<file path="config.mk">
export PLATFORM = sky130hd
export DESIGN_NAME = axi_txn_budget_tracker
export DESIGN_NICKNAME = d
export VERILOG_FILES = /design/src/rtl/axi_txn_budget_tracker.sv
export SDC_FILE = /design/constraint.sdc
export NUM_CORES = 1
export LEC_CHECK = 0
export CAP_MARGIN = 30
export CORE_MARGIN = 3
export CORE_UTILIZATION = 55
export CTS_BUF_LIST = sky130_fd_sc_hd__clkbuf_4 sky130_fd_sc_hd__clkbuf_8
export DETAILED_ROUTE_END_ITERATION = 6
export PLACE_DENSITY = 0.74
export SYNTH_ARGS = -nofsm -noshare
export SYNTH_HDL_FRONTEND = slang
export SYNTH_SLANG_ARGS = --single-unit
</file>
<file path="constraint.sdc">
create_clock -name clk_i -period 3.57 [get_ports clk_i]
set_input_delay 0.714 -clock clk_i [delete_from_list [all_inputs] [get_ports clk_i]]
set_output_delay 0.714 -clock clk_i [all_outputs]
set_load 0.05 [all_outputs]
</file>
<file path="src/rtl/axi_txn_budget_tracker.sv">
// axi_txn_budget_tracker: per-ID outstanding-transaction budget monitor.
// Each ID owns a small ring of down-counting budget slots. A timeout,
// unexpected response or overflow trips the FSM, which holds irq/reset
// request until clr_i. Optional build macro: TXN_TRACKER_STALL_ON_FULL_EN
// (back-pressure a full ID via stall_o instead of reporting overflow).

// One ID's ring of budget slots plus its local error detection.
module axi_txn_budget_id_q #(
  parameter int TxnsPerId = 2,
  parameter int CntWidth  = 8,
  parameter int OccW      = 2
) (
  input  logic                clk_i,
  input  logic                rst_i,
  input  logic                flush_i,
  input  logic                tick_i,
  input  logic                enq_i,
  input  logic                rsp_hs_i,
  input  logic                rsp_last_i,
  input  logic [CntWidth-1:0] budget_i,
  output logic [OccW-1:0]     occ_o,
  output logic                stall_o,
  output logic                timeout_o,
  output logic                unexp_o,
  output logic                ovf_o
);
  localparam int PtrW = (TxnsPerId > 1) ? $clog2(TxnsPerId) : 1;

  logic [PtrW-1:0]                    head_q, tail_q;
  logic [OccW-1:0]                    occ_q;
  logic [TxnsPerId-1:0]               vld_q;
  logic [TxnsPerId-1:0][CntWidth-1:0] cnt_q;
  logic                               full, deq, blocked, do_enq;
  logic [CntWidth-1:0]                load_val;

  function automatic logic [PtrW-1:0] ptr_inc(input logic [PtrW-1:0] p);
    return (p == PtrW'(TxnsPerId - 1)) ? '0 : p + PtrW'(1);
  endfunction

  assign occ_o   = occ_q;
  assign full    = (occ_q == OccW'(TxnsPerId));
  // Only the last beat retires a transaction; any beat on an empty ID is bogus.
  assign deq     = rsp_hs_i & rsp_last_i & (occ_q != '0);
  assign unexp_o = rsp_hs_i & (occ_q == '0);
  // A same-cycle dequeue frees the head slot, so the ID is not full for it.
  assign blocked = enq_i & full & ~deq;
  assign do_enq  = enq_i & ~blocked;
  // The load cycle's tick counts, so budget B reaches zero B cycles later.
  assign load_val = (tick_i && budget_i != '0) ? budget_i - CntWidth'(1) : budget_i;

`ifdef TXN_TRACKER_STALL_ON_FULL_EN
  assign stall_o = full & ~deq;
  assign ovf_o   = 1'b0;
`else
  assign stall_o = 1'b0;
  assign ovf_o   = blocked;
`endif

  // Expired slot that is not being retired this very cycle.
  always_comb begin
    timeout_o = 1'b0;
    for (int i = 0; i < TxnsPerId; i++)
      if (vld_q[i] && cnt_q[i] == '0 && !(deq && head_q == PtrW'(i))) timeout_o = 1'b1;
  end

  // Slot counters, valid bits, pointers and occupancy.
  always_ff @(posedge clk_i or posedge rst_i) begin
    if (rst_i) begin
      head_q <= '0;
      tail_q <= '0;
      occ_q  <= '0;
      vld_q  <= '0;
      cnt_q  <= '0;
    end else if (flush_i) begin
      head_q <= '0;
      tail_q <= '0;
      occ_q  <= '0;
      vld_q  <= '0;
    end else begin
      for (int i = 0; i < TxnsPerId; i++)
        if (tick_i && vld_q[i] && cnt_q[i] != '0) cnt_q[i] <= cnt_q[i] - CntWidth'(1);
      if (deq) begin
        vld_q[head_q] <= 1'b0;
        head_q        <= ptr_inc(head_q);
      end
      // Enqueue last: on a full ring head==tail and the new entry must win.
      if (do_enq) begin
        vld_q[tail_q] <= 1'b1;
        cnt_q[tail_q] <= load_val;
        tail_q        <= ptr_inc(tail_q);
      end
      if (do_enq && !deq)      occ_q <= occ_q + OccW'(1);
      else if (!do_enq && deq) occ_q <= occ_q - OccW'(1);
    end
  end
endmodule

module axi_txn_budget_tracker #(
  parameter int IdWidth      = 2,
  parameter int TxnsPerId    = 2,
  parameter int CntWidth     = 8,
  parameter int PrescalerDiv = 1
) (
  input  logic                                     clk_i,
  input  logic                                     rst_i,
  input  logic                                     en_i,
  input  logic                                     req_valid_i,
  input  logic                                     req_ready_i,
  input  logic [IdWidth-1:0]                       req_id_i,
  input  logic                                     rsp_valid_i,
  input  logic                                     rsp_ready_i,
  input  logic [IdWidth-1:0]                       rsp_id_i,
  input  logic                                     rsp_last_i,
  input  logic [CntWidth-1:0]                      budget_i,
  input  logic                                     clr_i,
  output logic                                     stall_o,
  output logic                                     irq_o,
  output logic                                     rst_req_o,
  output logic [1:0]                               err_kind_o,
  output logic [IdWidth-1:0]                       err_id_o,
  output logic [IdWidth+$clog2(TxnsPerId+1)-1:0]   outstanding_o
);
  localparam int NumIds = 1 << IdWidth;
  localparam int OccW   = $clog2(TxnsPerId + 1);
  localparam int OutW   = IdWidth + OccW;
  localparam int PreW   = (PrescalerDiv > 1) ? $clog2(PrescalerDiv) : 1;

  typedef enum logic [1:0] {S_RUN, S_TRIP, S_FLUSH} state_e;
  state_e state_q, state_d;

  logic                         run, flush, tick, req_hs, rsp_hs;
  logic [PreW-1:0]              presc_q;
  logic [NumIds-1:0][OccW-1:0]  occ;
  logic [NumIds-1:0]            stall_id, timeout, unexp, ovf;
  logic [1:0]                   kind_d;
  logic [IdWidth-1:0]           id_d;

  assign run    = (state_q == S_RUN);
  assign flush  = (state_q == S_FLUSH);
  assign req_hs = req_valid_i & req_ready_i & en_i & run;
  assign rsp_hs = rsp_valid_i & rsp_ready_i & run;
  assign tick   = en_i & run & (presc_q == PreW'(PrescalerDiv - 1));

  // Prescaler: free-runs while enabled, restarts on flush.
  always_ff @(posedge clk_i or posedge rst_i) begin
    if (rst_i)      presc_q <= '0;
    else if (flush) presc_q <= '0;
    else if (en_i)  presc_q <= (presc_q == PreW'(PrescalerDiv - 1)) ? '0 : presc_q + PreW'(1);
  end

  for (genvar g = 0; g < NumIds; g++) begin : g_id
    axi_txn_budget_id_q #(
      .TxnsPerId (TxnsPerId),
      .CntWidth  (CntWidth),
      .OccW      (OccW)
    ) u_q (
      .clk_i      (clk_i),
      .rst_i      (rst_i),
      .flush_i    (flush),
      .tick_i     (tick),
      .enq_i      (req_hs & (req_id_i == IdWidth'(g))),
      .rsp_hs_i   (rsp_hs & (rsp_id_i == IdWidth'(g))),
      .rsp_last_i (rsp_last_i),
      .budget_i   (budget_i),
      .occ_o      (occ[g]),
      .stall_o    (stall_id[g]),
      .timeout_o  (timeout[g]),
      .unexp_o    (unexp[g]),
      .ovf_o      (ovf[g])
    );
  end

  assign stall_o = req_valid_i & stall_id[req_id_i];

  // Error arbitration: later loops override earlier ones, descending index
  // lets the lowest ID win inside each kind.
  always_comb begin
    kind_d = 2'b00;
    id_d   = '0;
    for (int i = NumIds - 1; i >= 0; i--)
      if (timeout[i]) begin kind_d = 2'b01; id_d = IdWidth'(i); end
    for (int i = NumIds - 1; i >= 0; i--)
      if (unexp[i])   begin kind_d = 2'b10; id_d = IdWidth'(i); end
    for (int i = NumIds - 1; i >= 0; i--)
      if (ovf[i])     begin kind_d = 2'b11; id_d = IdWidth'(i); end
  end

  // FSM state register.
  always_ff @(posedge clk_i or posedge rst_i) begin
    if (rst_i) state_q <= S_RUN;
    else       state_q <= state_d;
  end

  // FSM next state: trip on any error, wait for clear, flush for one cycle.
  always_comb begin
    state_d = state_q;
    case (state_q)
      S_RUN:   if (kind_d != 2'b00) state_d = S_TRIP;
      S_TRIP:  if (clr_i) state_d = S_FLUSH;
      S_FLUSH: state_d = S_RUN;
      default: state_d = S_RUN;
    endcase
  end

  // Latch the first error seen in RUN; drop it as the flush completes.
  always_ff @(posedge clk_i or posedge rst_i) begin
    if (rst_i) begin
      err_kind_o <= 2'b00;
      err_id_o   <= '0;
    end else if (run && kind_d != 2'b00) begin
      err_kind_o <= kind_d;
      err_id_o   <= id_d;
    end else if (flush) begin
      err_kind_o <= 2'b00;
      err_id_o   <= '0;
    end
  end

  assign irq_o     = ~run;
  assign rst_req_o = (state_q == S_TRIP);

  // Total tracked transactions across all IDs.
  always_comb begin
    outstanding_o = '0;
    for (int i = 0; i < NumIds; i++) outstanding_o = outstanding_o + OutW'(occ[i]);
  end
endmodule

</file>
Word level (Yosys, flattened, before mapping)
Index checks and enable logic that the tools add are counted.
{"block": "op_classes", "mul": 0, "magnitude_cmp": 17, "add_sub_neg": 29, "bitwise": 66, "n_reduce_logical": 118, "n_div": 0, "mux": 144, "shift": 0, "n_eq_ne": 14}
{"cell": "two-way mux 8 bit", "count": 21}
{"cell": "two-way mux 2 bit", "count": 56}
{"cell": "nonzero test 8 bit", "count": 9}
{"cell": "subtractor 8 x 1 -> 8 bit (second input constant)", "count": 9}
{"cell": "bitwise mux 16 bit", "count": 4}
{"cell": "logical NOT 8 bit", "count": 8}
{"cell": "two-way mux 16 bit", "count": 4}
{"cell": "logical AND 1 bit", "count": 58}
{"cell": "two-way mux 1 bit", "count": 45}
{"cell": "AND 1 bit", "count": 40}
{"cell": "demux 8 bit (select 1 bit)", "count": 4}
{"cell": "nonzero test 2 bit", "count": 15}
{"cell": "== test 2 bit (second input constant)", "count": 9}
{"cell": "logical NOT 1 bit", "count": 16}
{"cell": "< comparator 1 x 2 -> 1 bit (second input constant)", "count": 8}
{"cell": "logical NOT 2 bit", "count": 7}
{"cell": "NOT 1 bit", "count": 14}
{"cell": "nonzero test 3 bit", "count": 4}
{"cell": "adder 1 bit (second input constant)", "count": 9}
{"cell": "adder 2 x 1 -> 2 bit (second input constant)", "count": 4}
{"cell": "AND 2 bit", "count": 4}
{"cell": "demux 1 bit (select 1 bit)", "count": 8}
{"cell": "greater-or-equal comparator 1 bit (second input constant)", "count": 8}
{"cell": "NOT 2 bit", "count": 4}
{"cell": "other kinds (12)", "count": 20}
{"block": "word_totals", "mem_count": 0, "ram_bits": 0, "wordCells": 416, "out_inout_bits": 11, "reg_bits": 95, "mem_bits_ro": 0, "latch_bits": 0, "input_bits": 21}

Longest topological paths before layout
{"block": "logic_depth", "depth_word": 25, "depth_mapped": 9, "mapped_depth_nobuf": 9}

Cells and area by module
Synthesis repeated with hierarchy kept, for this count alone.
{"block": "hier_totals", "hier_cells": 898, "area_unflattened_um2": 7803.7}
{"module": "axi_txn_budget_id_q", "n_inst": 4, "seq_area_each_um2": 550.5, "cells_per_inst": 207, "area_each_um2": 1793.0}
{"module": "axi_txn_budget_tracker", "n_inst": 1, "seq_area_each_um2": 150.1, "cells_per_inst": 70, "area_each_um2": 631.9}

Least setup slack after synthesis
OpenSTA, ideal clock, no wires.
{"block": "synth_timing", "kind": "register to output", "start": "register g_id[0].u_q.occ_q[1]", "end": "output outstanding_o[2]", "t_arrival_ns": 2.437, "setup_slack_ns": 0.419, "path_buffers": 0, "required_time_ns": 2.856, "path_stages_with_launch": 5, "path_cell_list": "dfrtp_1 > fa_1 > fa_1 > ha_1 > fa_1"}
{"block": "synth_between", "elab_chain_len": 3}
{"item": "start: declaration", "line": "30", "rtl": "logic [OccW-1:0] occ_q;"}
{"item": "start signal: assignment", "line": "92", "rtl": "if (do_enq && !deq) occ_q <= occ_q + OccW'(1);"}
{"item": "start signal: assignment", "line": "93", "rtl": "else if (!do_enq && deq) occ_q <= occ_q - OccW'(1);"}
{"item": "adder 2 x 2 -> 3 bit", "line": "225", "rtl": "for (int i = 0; i < NumIds; i++) outstanding_o = outstanding_o + OutW'(occ[i]);"}
{"item": "adder 3 x 2 -> 4 bit", "line": "225"}
{"item": "adder 4 x 2 -> 4 bit", "line": "225"}
{"item": "end: declaration", "line": "121", "rtl": "output logic [IdWidth+$clog2(TxnsPerId+1)-1:0] outstanding_o"}
Every way passes these cells.

Final worst setup path
Same ends and word-level chain as after synthesis.

==> results.py <==
metrics = {
    "logic_synthesis": {
        "synth_top_cell_by_area": "dfrtp_1",
        "netlist_area_um2": 5870,
        "yosys-top-cells-area": "dfrtp_1 (40%), mux2i_1 (6.7%), nand2_1 (5.4%)",
        "synth_top_area_frac": 0.401,
        "synthesis.nets": 689,
        "yosysWarnings": 0,
        "yosysSeqAreaShare": 0.401,
        "synth.top_cells.by_count": "dfrtp_1 (94), nand2_1 (84), nor2_1 (50), mux2i_1 (39)",
        "ys_seq_elements": 94,
        "syn_inst": 645,
        "yosysMostFrequentCell": "dfrtp_1",
        "synth.distinct_cells": 60,
        "synthArstFlopShare": 1.00,
        "synth_flop_cell": "dfrtp_1",
        "syn-mean-instance-area_um2": 9.10,
        "synth_edf_count": 0,
    },
    "power": {
        "ir_drop_mv": 0.499,
        "pwr-share-seq": 0.407,
        "leakagePower_uw": 0.00311,
        "p_sw_uw": 1900,
        "p_sw_frac": 0.412,
        "clockPowerShare": 0.193,
        "comb_power_share": 0.401,
        "internal_power_uw": 2720,
        "p_per_area_nw_per_um2": 688,
    },
    "cts": {
        "clockBufferDepth": 2,
        "htree_levels": 3,
        "clk_pin_slew_ps": 100,
        "cts_root_buf": "clkbuf_8",
        "clock_latency_ps": 380,
        "cts_num_sinks": 94,
        "cts_tree": "built",
        "post_cts_buffers": 0,
        "cts_buffers": 9,
    },
    "finish": {
        "final_area_um2": 6710,
        "antenna_cells": 0,
        "num-fill-cells": 874,
        "design.final.nets": 734,
        "syn_to_final_growth_pct": 14.4,
        "multi_input_area_um2": 3330,
        "drive_gt1_frac": 0.0863,
        "final-seq-area_um2": 2350,
    },
    "timing": {
        "relSlewSlack": 0.310,
        "skew_ps": 11.4,
        "min_period_over_period": 0.974,
        "finalSetupTns_ps": 0,
        "max_freq_mhz": 288,
        "hold_slack_ps": 537,
        "final-hold-violation-count": 0,
        "setup_viol": 0,
        "period_minus_slack_ps": 3480,
        "maxSlewViolCount": 0,
        "tightest_slew_ps": 1030,
        "rsz0062_at_grt": "false",
    },
    "global_route": {
        "antenna_found_initial": 0,
        "grt_util_all_layers": 0.254,
        "grt_max_degree": 78,
        "grt_pass1_wl_mm": 23.6,
        "grt_pass1_vias": 4791,
        "grt.overflow.total": 0,
    },
    "drt": {
        "drt_iter0_drc": 310,
        "drt_pass1_iterations": 5,
        "vias": 4896,
        "drc_errors": 0,
        "wl_per_cell_um": 17.0,
        "detail_route.vias_per_cell": 5.89,
        "postRouteAntennaNets": 0,
        "wl_mm": 14.1,
    },
    "die": {
        "placeableCoreArea_um2": 10400,
        "dieArea_um2": 11900,
        "floorplan.rows": 37,
        "pin_count": 32,
        "die_h_um": 109,
        "start_util": 0.566,
        "die_w_um": 109,
    },
    "place": {
        "dpl-instance-area_um2": 6460,
        "port_buffers": 30,
        "post-dp-hpwl_mm": 10.1,
        "gp_congestion": 0.906,
    },
    "run": {
        "max_cap_viol_count": 0,
    },
    "min_path": {
        "hold_class": "reg -> reg",
    },
    "critical_path": {
        "critPathRequiredTime_ps": 2860,
        "path_class": "reg -> out",
        "cp.arrival_ps": 2760,
        "cp-end-kind": "primary output",
        "worstSetupStartpointType": "register",
        "crit_fanout": 9,
    },
    "outcome": {
        "status": "finished clean",
    },
}
what timing repair did:
item / 4_1_cts / 5_1_grt
endpoints found under the hold margin: 0 / 0
hold buffers: 0 / 0
gates resized for setup: 0 / 1
endpoints found under the setup margin: 0 / 1
cell families after synthesis:
family / synth area share
adder cells (fa/ha/maj): 0.0541
buffers and inverters: 0.0328
other: 0.000639
flip-flops: 0.401
AND/OR/NAND/NOR: 0.244
AO/OA/AOI/OAI: 0.0998
multiplexers: 0.0665
XOR/XNOR: 0.101
layout make-up:
| cell class | count | share of cell area |
|---|---|---|
| Inverter | 30 | 0.0170 |
| Clock buffer | 10 | 0.0205 |
| Multi-Input combinational cell | 502 | 0.496 |
| Sequential cell | 94 | 0.351 |
| Tap cell | 136 | 0.0253 |
| Timing Repair Buffer | 53 | 0.0731 |
| Clock inverter | 6 | 0.0173 |
metal layers:
layer | up-vias | part of all wire | GRT usage
met1 | 2386 | 0.46 | 0.347
met4 | 0 | 0.023 | 0.0908
met2 | 129 | 0.47 | 0.413
met3 | 29 | 0.040 | 0.0370
li1 | 2352 | - | -
met5 | - | 0 | 0
worst paths after layout:
path	from	to	slack, ps	cells past startpoint
max in group asynchronous	rst_i	g_id[0].u_q.occ_o[1]	2240	3
min in group asynchronous	rst_i	g_id[0].u_q.cnt_q[6]	600	2
max	g_id[0].u_q.occ_o[1]	outstanding_o[2]	90	5
min reg2reg	err_kind_o[1]	err_kind_o[1]	540	2
max reg2reg	state_q[1]	err_id_o[1]	840	8
min	err_kind_o[1]	err_kind_o[1]	540	2
worst max-delay path, cell delays in order, from the launching register on:
cell and delay, ps:
dfrtp_2 480, fa_1 590, fa_1 420, ha_1 220, fa_1 530, buf_12 150
registers in the layout, summed over array words and instances, names as in the netlist:
| register | count |
|---|---|
| g_id.u_q.cnt_q | 64 |
| g_id.u_q.vld_q | 8 |
| err_kind_o | 2 |
| g_id.u_q.head_q | 4 |
| state_q | 2 |
| err_id_o | 2 |
| g_id.u_q.occ_o | 8 |
| g_id.u_q.tail_q | 4 |
metrics by stage:
| step | cells | total power (uW) | worst slack, ps | utilization |
|---|---|---|---|---|
| finish | 831 | 4620 | 92.4 | 0.647 |
| global route | 831 | 4960 | 22.0 | 0.647 |
| CTS | 831 | 4620 | 29.1 | 0.647 |
| detailed placement | 815 | 3720 | 205 | 0.623 |
| global placement | 814 | 3640 | 313 | 0.622 |
| floorplan | 645 | 3160 | 407 | - |
cell usage in the layout, fill, tap and decap left out, types with 3 or more instances in the layout:
master,count
dfrtp_1,93
nand2_1,84
nor2_1,50
mux2i_1,39
xor2_1,35
o21ai_0,35
xnor2_1,33
a21oi_1,29
inv_1,28
nand3_1,27
clkdlybuf4s50_1,27
buf_4,24
nor4_1,21
ha_1,19
nor3_1,17
clkbuf_8,10
nand2b_1,9
nand4_1,7
o211ai_1,6
or3_1,6
nor4b_1,5
nor2b_1,5
and2_1,5
and3_1,5
a211oi_1,5
nor3b_1,4
o31ai_1,4
fa_1,4
a31oi_1,3
nand4b_1,3
a21o_1,3
o21ai_1,3
nand3b_1,3
bufinv_16,3
power groups by stage:
stage	Clock (uW)	Combinational, uW	Sequential (uW)
final	890	1850	1880
after global routing	952	2070	1940
after CTS	904	1850	1870
after detailed placement	0	1830	1890
after global placement	0	1770	1860
after floorplan	0	1300	1860
Power figures use the tool's default switching activity.
